<file path="src/rtl/control_74hc595d_pkg.sv">
// Shared types and defaults for the 74HC595 chain driver.
// Holds the frame FSM state encoding.
package control_74hc595d_pkg;

  localparam int DATA_W_DEF  = 16;
  localparam int LATCH_W_DEF = 1;

  typedef enum logic [1:0] {
    ST_IDLE  = 2'd0,
    ST_LOAD  = 2'd1,
    ST_SHIFT = 2'd2,
    ST_LATCH = 2'd3
  } state_e;

endpackage

</file>
<file path="src/rtl/control_74hc595d_piso.sv">
// Parallel-load, serial-out register with a registered serial bit.
// Load presents the first bit at once; the rest follow one per shift.
module piso_shift_reg #(
  parameter int W         = 16,
  parameter int MSB_FIRST = 1
) (
  input  logic         clk_i,
  input  logic         rst_n_i,
  input  logic         load_i,
  input  logic         shift_i,
  input  logic [W-1:0] din_i,
  output logic         sout_o
);

  logic [W-1:0] sreg_q;
  logic         sout_q;

  always_ff @(posedge clk_i) begin
    if (!rst_n_i) begin
      sreg_q <= '0;
      sout_q <= 1'b0;
    end else if (load_i) begin
      if (MSB_FIRST != 0) begin
        sout_q <= din_i[W-1];
        sreg_q <= din_i << 1;
      end else begin
        sout_q <= din_i[0];
        sreg_q <= din_i >> 1;
      end
    end else if (shift_i) begin
      if (MSB_FIRST != 0) begin
        sout_q <= sreg_q[W-1];
        sreg_q <= sreg_q << 1;
      end else begin
        sout_q <= sreg_q[0];
        sreg_q <= sreg_q >> 1;
      end
    end else begin
      // Serial line idles low outside the shift window
      sout_q <= 1'b0;
    end
  end

  assign sout_o = sout_q;

endmodule

</file>
<file path="src/rtl/control_74hc595d.sv">
// Free-running frame engine: LOAD, SHIFT DATA_W bits, LATCH pulse.
// Outputs are registered so SER/RCLK are glitch-free.
module control_74hc595d
  import control_74hc595d_pkg::*;
#(
  parameter int DATA_W    = DATA_W_DEF,
  parameter int LATCH_W   = LATCH_W_DEF,
  parameter int MSB_FIRST = 1
) (
  input  logic              s_clk,
  input  logic              s_reset,
  input  logic [DATA_W-1:0] data_in,
  output logic              data_out,
  output logic              latch_out
);

  localparam int CW = $clog2(DATA_W + 1);

  state_e        state_q, state_d;
  logic [CW-1:0] cnt_q, cnt_d;
  logic [3:0]    lcnt_q, lcnt_d;
  logic          latch_q, latch_d;
  logic          load, shift;

  always_comb begin
    state_d = state_q;
    cnt_d   = cnt_q;
    lcnt_d  = lcnt_q;
    latch_d = 1'b0;
    load    = 1'b0;
    shift   = 1'b0;
    case (state_q)
      ST_IDLE: begin
        state_d = ST_LOAD;
      end
      ST_LOAD: begin
        load    = 1'b1;
        cnt_d   = '0;
        state_d = ST_SHIFT;
      end
      ST_SHIFT: begin
        cnt_d = cnt_q + 1'b1;
        if (cnt_q == CW'(DATA_W - 1)) begin
          state_d = ST_LATCH;
          lcnt_d  = '0;
          latch_d = 1'b1;
        end else begin
          shift = 1'b1;
        end
      end
      ST_LATCH: begin
        lcnt_d = lcnt_q + 1'b1;
        if (lcnt_q == 4'(LATCH_W - 1)) begin
          state_d = ST_LOAD;
        end else begin
          latch_d = 1'b1;
        end
      end
      default: begin
        state_d = ST_IDLE;
      end
    endcase
  end

  always_ff @(posedge s_clk) begin
    if (!s_reset) begin
      state_q <= ST_IDLE;
      cnt_q   <= '0;
      lcnt_q  <= '0;
      latch_q <= 1'b0;
    end else begin
      state_q <= state_d;
      cnt_q   <= cnt_d;
      lcnt_q  <= lcnt_d;
      latch_q <= latch_d;
    end
  end

  piso_shift_reg #(
    .W         (DATA_W),
    .MSB_FIRST (MSB_FIRST)
  ) u_piso (
    .clk_i   (s_clk),
    .rst_n_i (s_reset),
    .load_i  (load),
    .shift_i (shift),
    .din_i   (data_in),
    .sout_o  (data_out)
  );

  assign latch_out = latch_q;

endmodule

</file>
<file path="config.mk">
export PLATFORM = sky130hd
export DESIGN_NAME = control_74hc595d
export DESIGN_NICKNAME = d
export VERILOG_FILES = /design/src/rtl/control_74hc595d_pkg.sv /design/src/rtl/control_74hc595d_piso.sv /design/src/rtl/control_74hc595d.sv
export SDC_FILE = /design/constraint.sdc
export NUM_CORES = 1
export LEC_CHECK = 0
export CAP_MARGIN = 30
export CORE_ASPECT_RATIO = 1.4
export CORE_MARGIN = 5
export CORE_UTILIZATION = 40
export CTS_BUF_LIST = sky130_fd_sc_hd__clkbuf_8
export CTS_CLUSTER_SIZE = 8
export DETAILED_ROUTE_END_ITERATION = 8
export SYNTH_ARGS = -nofsm -noshare
export SYNTH_HDL_FRONTEND = slang
export SYNTH_HIERARCHICAL = 1
export SYNTH_SLANG_ARGS = --single-unit
</file>
<file path="constraint.sdc">
create_clock -name s_clk -period 6.7 [get_ports s_clk]
set_clock_uncertainty 0.2 [all_clocks]
set_input_delay 1.34 -clock s_clk [delete_from_list [all_inputs] [get_ports s_clk]]
set_output_delay 1.34 -clock s_clk [all_outputs]
set_load 0.02 [all_outputs]
</file>
# Yosys cells after proc, flatten, opt, wreduce, memory -nomap -nowiden
# Index checks and enable logic that the tools add are counted.
# Widths: inputs -> output; s select.
# word_totals
word_cells	37
inputBits	18
out_inout_bits	2
register_bits	28
# op_classes
add_sub_neg	2
mux	16
n_eq_ne	6
reduce_logical	7
# op_table
op	n
$mux 16	2
$pmux 5 s2	1
$pmux 2 s4	1
$pmux 4 s2	1
$mux 1	7
$reduce_bool 2->1	3
$add 5x1->5 const B	1
$eq 5x4->1 const B	1
$add 4x1->4 const B	1
$eq 2x2->1 const B	2
$logic_not 4->1	1
$mux 2	2
$mux 4	1
$ne 2x2->1 const B	2
$reduce_and 2->1	2
$eq 2x1->1 const B	1
$logic_not 2->1	1
$pmux 1 s2	1

# Longest topological paths before layout
# logic_depth
depth_word	5
depth_mapped	9
depth_no_buf	7

# Hierarchy
# Netlist, hierarchy kept.
# modules_own_cells
module	seq_area_each_um2	cells_per_inst	area_each_um2	n_inst
piso_shift_reg	320.3	70	829.5	1
control_74hc595d	240.2	80	721.9	1

# Least setup slack after synthesis
# Ideal clock, no wire load.
# synth_path
path_kind	reg2reg
from	reg cnt_q[0]
to	reg u_piso.sreg_q[10]
required_time_ns	6.384
arrival_ns	1.975
path_slack_ns	4.409
setup_ns	0.116
path_stages_with_launch	10
cell_sequence	dfxtp_1 ha_1 and3_1 ha_1 nand2b_1 inv_1 buf_6 buf_12 mux2_4 o211a_1
# synth_via
elab_chain_len	4
# synth_rtl
element	line_no	source
start, declared	control_74hc595d.sv:20	logic [CW-1:0] cnt_q, cnt_d;
start signal, assigned	control_74hc595d.sv:73	cnt_q <= cnt_d;
$eq 5x4->1	control_74hc595d.sv:43	if (cnt_q == CW'(DATA_W - 1)) begin
$mux 1	control_74hc595d.sv:43	
$mux 1	control_74hc595d.sv:32	case (state_q)
named net shift	control_74hc595d.sv:23	logic load, shift;
$reduce_bool 2->1 (no line)	--	
end signal, assigned	control_74hc595d_piso.sv:28	sreg_q <= din_i >> 1;
end signal, assigned	control_74hc595d_piso.sv:33	sreg_q <= sreg_q << 1;
end signal, assigned	control_74hc595d_piso.sv:36	sreg_q <= sreg_q >> 1;
end, declared	control_74hc595d_piso.sv:15	logic [W-1:0] sreg_q;
# The timed path passes the listed nets, and every way through them passes these cells.
# A chain may end at the register's enable or synchronous reset.

# Worst setup path after layout
# layout_path
from	reg cnt_q[0]
to	reg u_piso.sreg_q[11]
# Same word-level chain as after synthesis.

==> metrics.md <==
| Metric | Value |
|---|---|
| Yosys reg bits | `28` |
| Largest net degree at the start of global routing | `33` |
| Psw | `about 0.19 mW` |
| WL per Instance | `approximately 14 microns` |
| Cell mode on critical path | `ha_1` |
| Hold_buf cts | `0` |
| DRC viols | `0` |
| # Post-CTS Setup Buffers | `0` |
| Layout cells sized above 1 | `approximately 14%` |
| Max incr delay on CP | `about 0.65 ns` |
| Final setup violation count | `0` |
| Row cnt | `26` |
| Routed vias/inst | `5.369` |
| Final WL | `~2800 microns` |
| TNS Setup | `0 ns` |
| Worst R2R Start | `cnt_q[0]` |
| CTS H-Tree Depth | `1` |
| Logic pwr share | `44.3%` |
| Status | `complete, no violations` |
| Slowest stage cell, crit path | `inv_1` |
| Vias | `about 1,100` |
| Grt met1 use | `around 13%` |
| Die height | `83.69 microns` |
| M3 GR Usage | `2.156%` |
| Core ar. | `~0.0037 sq mm` |
| Starting DRT DRC Count | `20` |
| CTS tree | `done` |
| Vias in the first global route | `1,157` |
| Register share of total power | `around two fifths` |
| Syn Inst Count | `150` |
| Synth Warn # | `6` |
| Synth unique cells | `35` |
| Clock Power Share | `approximately 15%` |
| Crit end category | `flop` |
| Leakage | `~0.83 nW` |
| Final period util | `between 40% and 50%` |
| Crit path cell chain | `ha_1 -> and3_1 -> ha_1 -> nand2b_1 -> inv_1 -> mux2_2 -> o211a_1` |
| Tot Pwr | `slightly below 0.6 mW` |
| CP Class | `flop to flop` |
| Register area | `560.5 sq um` |
| Slew @ Worst Pin | `about 0.82 ns` |
| Gr usage total | `about 11%` |
| Mean Syn Cell Area | `10.34 sq um` |
| Sequential share of the synthesized area | `36.13%` |
| Switch share | `32.91%` |
| CP Data Required Time | `approximately 6.7 ns` |
| Final global-route overflow total | `0` |
| Post_cts resized | `0` |
| Internal Power | `a little under 0.4 mW` |
| Peak supply drop | `0.1929 mV` |
| Ports | `20` |
| Area of the multi-input gates | `approximately 890 sq um` |
| Fill count | `~360` |
| Crit path arrival time | `2.75 ns` |
| Crit path buf inv count | `1` |
| Iteration count of the initial detailed-routing pass | `4` |
| Slew headroom | `roughly 45%` |
| Pwr/cell area | `about 330 mW/mm^2` |
| Antenna violations before repair | `0` |
| Initial Util | `approximately two fifths` |
| RD Place Congestion | `~0.69` |
| Critical Path Fanout Max | `17` |
| Latest clock arrival within the worst-skew pair | `0.27 ns` |
| Cell Area, Synth | `roughly 0.0016 sq mm` |
| Grt met2 use | `20.09%` |
| Max capacitance violation total | `0` |
| CP startpoint kind | `flop` |
| DRT antenna net count | `0` |
| Layout overhead on the synthesized area | `15.89%` |
| DIE AREA | `between 0.005 and 0.006 sq mm` |
| Total CTS buffers | `3` |
| Final net count | `approximately 190` |
| N_diodes | `0` |
| RSZ-0062 raised after global routing | `false` |
| Fin. Hold Viols | `0` |
| Max-slew violation count | `0` |
| Global-route wire length before repair | `around 5000 microns` |
| Clock tree sinks | `28` |
| Tightest Hold Check Type | `flop to flop` |
| CTS Buffer Depth | `2` |
| Dpl hpwl | `around 2100 microns` |
| Synth Net Count | `~180` |
| Hold Crit Start | `lcnt_q[0]` |
| Highest Clock Rate | `roughly 360 MHz` |
| Port bufs | `19` |
| Root Driver | `clkbuf_8` |
| Crit path max-delay family | `buffers and inverters` |
| Grt peak-use layer | `met2` |
| CTS clk-pin slew, worst paths | `approximately 0.090 ns` |
| Crit path launch | `cnt_q[0]` |
| Final min period | `between 2 and 3 ns` |
| Die width | `between 60 and 70 microns` |
flip-flops by register name, indices dropped and copies added (netlist names):
name	cells
u_piso/sout_o	1
u_piso/sreg_q	15
state_q	2
latch_out	1
cnt_q	5
lcnt_q	4
tightest hold or removal path, delay by kind of cell (launching register included):
kind | cells | cell delay, ns
AO/OA/AOI/OAI | 1 | 0.06
flip-flops | 1 | 0.34
AND/OR/NAND/NOR | 1 | 0.05
metrics by stage:
step / util, % / setup slack (ns) / hold WS (ns) / area (sq um) / std cells
CTS: 48.08 / 3.886 / 0.3033 / 1783 / 205
floorplan: - / 4.409 / 0.2672 / 1551 / 150
finish: 48.48 / 3.917 / 0.2981 / 1798 / 206
global placement: 46.22 / 3.576 / 0.2816 / 1714 / 201
global route: 48.48 / 3.764 / 0.3401 / 1798 / 206
detailed placement: 46.96 / 3.854 / 0.2899 / 1742 / 202
final cells by class:
cell class                 count  area share, %
inverter                       6          1.253
clock buffer                   3          2.296
tap                           42          2.923
sequential                    28          31.18
timing repair buffer          21          12.94
multi-input combinational    106          49.41
logic make-up (layout without fill, tap and decap cells):
family | count (synthesis) | after routing | share of synthesized area, %
AO/OA/AOI/OAI | 30 | 30 | 16.77
flip-flops | 28 | 28 | 36.13
adder cells (fa/ha/maj) | 8 | 8 | 6.452
multiplexers | 17 | 17 | 14.03
buffers and inverters | 16 | 30 | 6.612
AND/OR/NAND/NOR | 51 | 51 | 20.00
cells in the final DEF, fill, tap and decap left out, types with 2 or more instances in the layout:
| cell type | count |
|---|---|
| a21boi_1 | 2 |
| a21boi_0 | 4 |
| nand3_1 | 5 |
| clkdlybuf4s50_1 | 19 |
| nand2_1 | 9 |
| nor2b_1 | 7 |
| o21ai_0 | 3 |
| dfxtp_1 | 28 |
| mux2_4 | 8 |
| clkbuf_8 | 3 |
| and3_1 | 2 |
| a22oi_1 | 2 |
| ha_1 | 8 |
| nand3b_1 | 2 |
| inv_1 | 6 |
| mux2i_1 | 3 |
| mux2_2 | 6 |
| o211a_1 | 14 |
| nand2b_1 | 17 |
| o211ai_1 | 2 |
worst paths after layout:
check / endpoint / slack, ns / cells after the start
setup / recovery: u_piso/sreg_q[11] / 3.92 / 7
hold / removal: lcnt_q[0] / 0.30 / 2
setup reg to reg: u_piso/sreg_q[11] / 3.92 / 7
hold reg to reg: lcnt_q[0] / 0.30 / 2
cell usage after synthesis (all sizes together):
cell	instances	area (sq um)
nand2b	18	120.1
o211ai	2	15.01
and2b	1	8.760
ha	8	100.1
dfxtp	28	560.5
and2	1	6.260
mux2	14	187.7
buf	6	63.81
a21oi	2	21.27
nand2	9	33.78
a22oi	2	15.01
a21boi	6	45.04
nor2	1	3.750
nand3b	2	15.01
and3	2	12.51
mux2i	3	30.03
or3	1	6.260
nand3	5	25.02
nor2b	7	43.79
nand4	1	6.260
nand4b	1	8.760
o211a	14	140.1
inv	6	22.52
or3b	2	20.02
clkbuf	4	16.26
o21ai	3	15.01
a32oi	1	8.760
metal layers:
layer | part of all wire [%] | routed length [microns]
met4 | 0.71 | 20
met5 | 0 | 0
met1 | 44 | 1220
met3 | 2.8 | 77
met2 | 53 | 1481
power groups by stage:
stage / Combinational (mW) / Sequential (mW) / Clock (mW)
2_1_floorplan: 0.234 / 0.234 / 0
4_1_cts: 0.255 / 0.237 / 0.0959
6_report: 0.259 / 0.237 / 0.0893
3_3_place_gp: 0.240 / 0.238 / 0
5_1_grt: 0.287 / 0.242 / 0.100
3_5_place_dp: 0.254 / 0.241 / 0
Power figures use the tool's default switching activity.
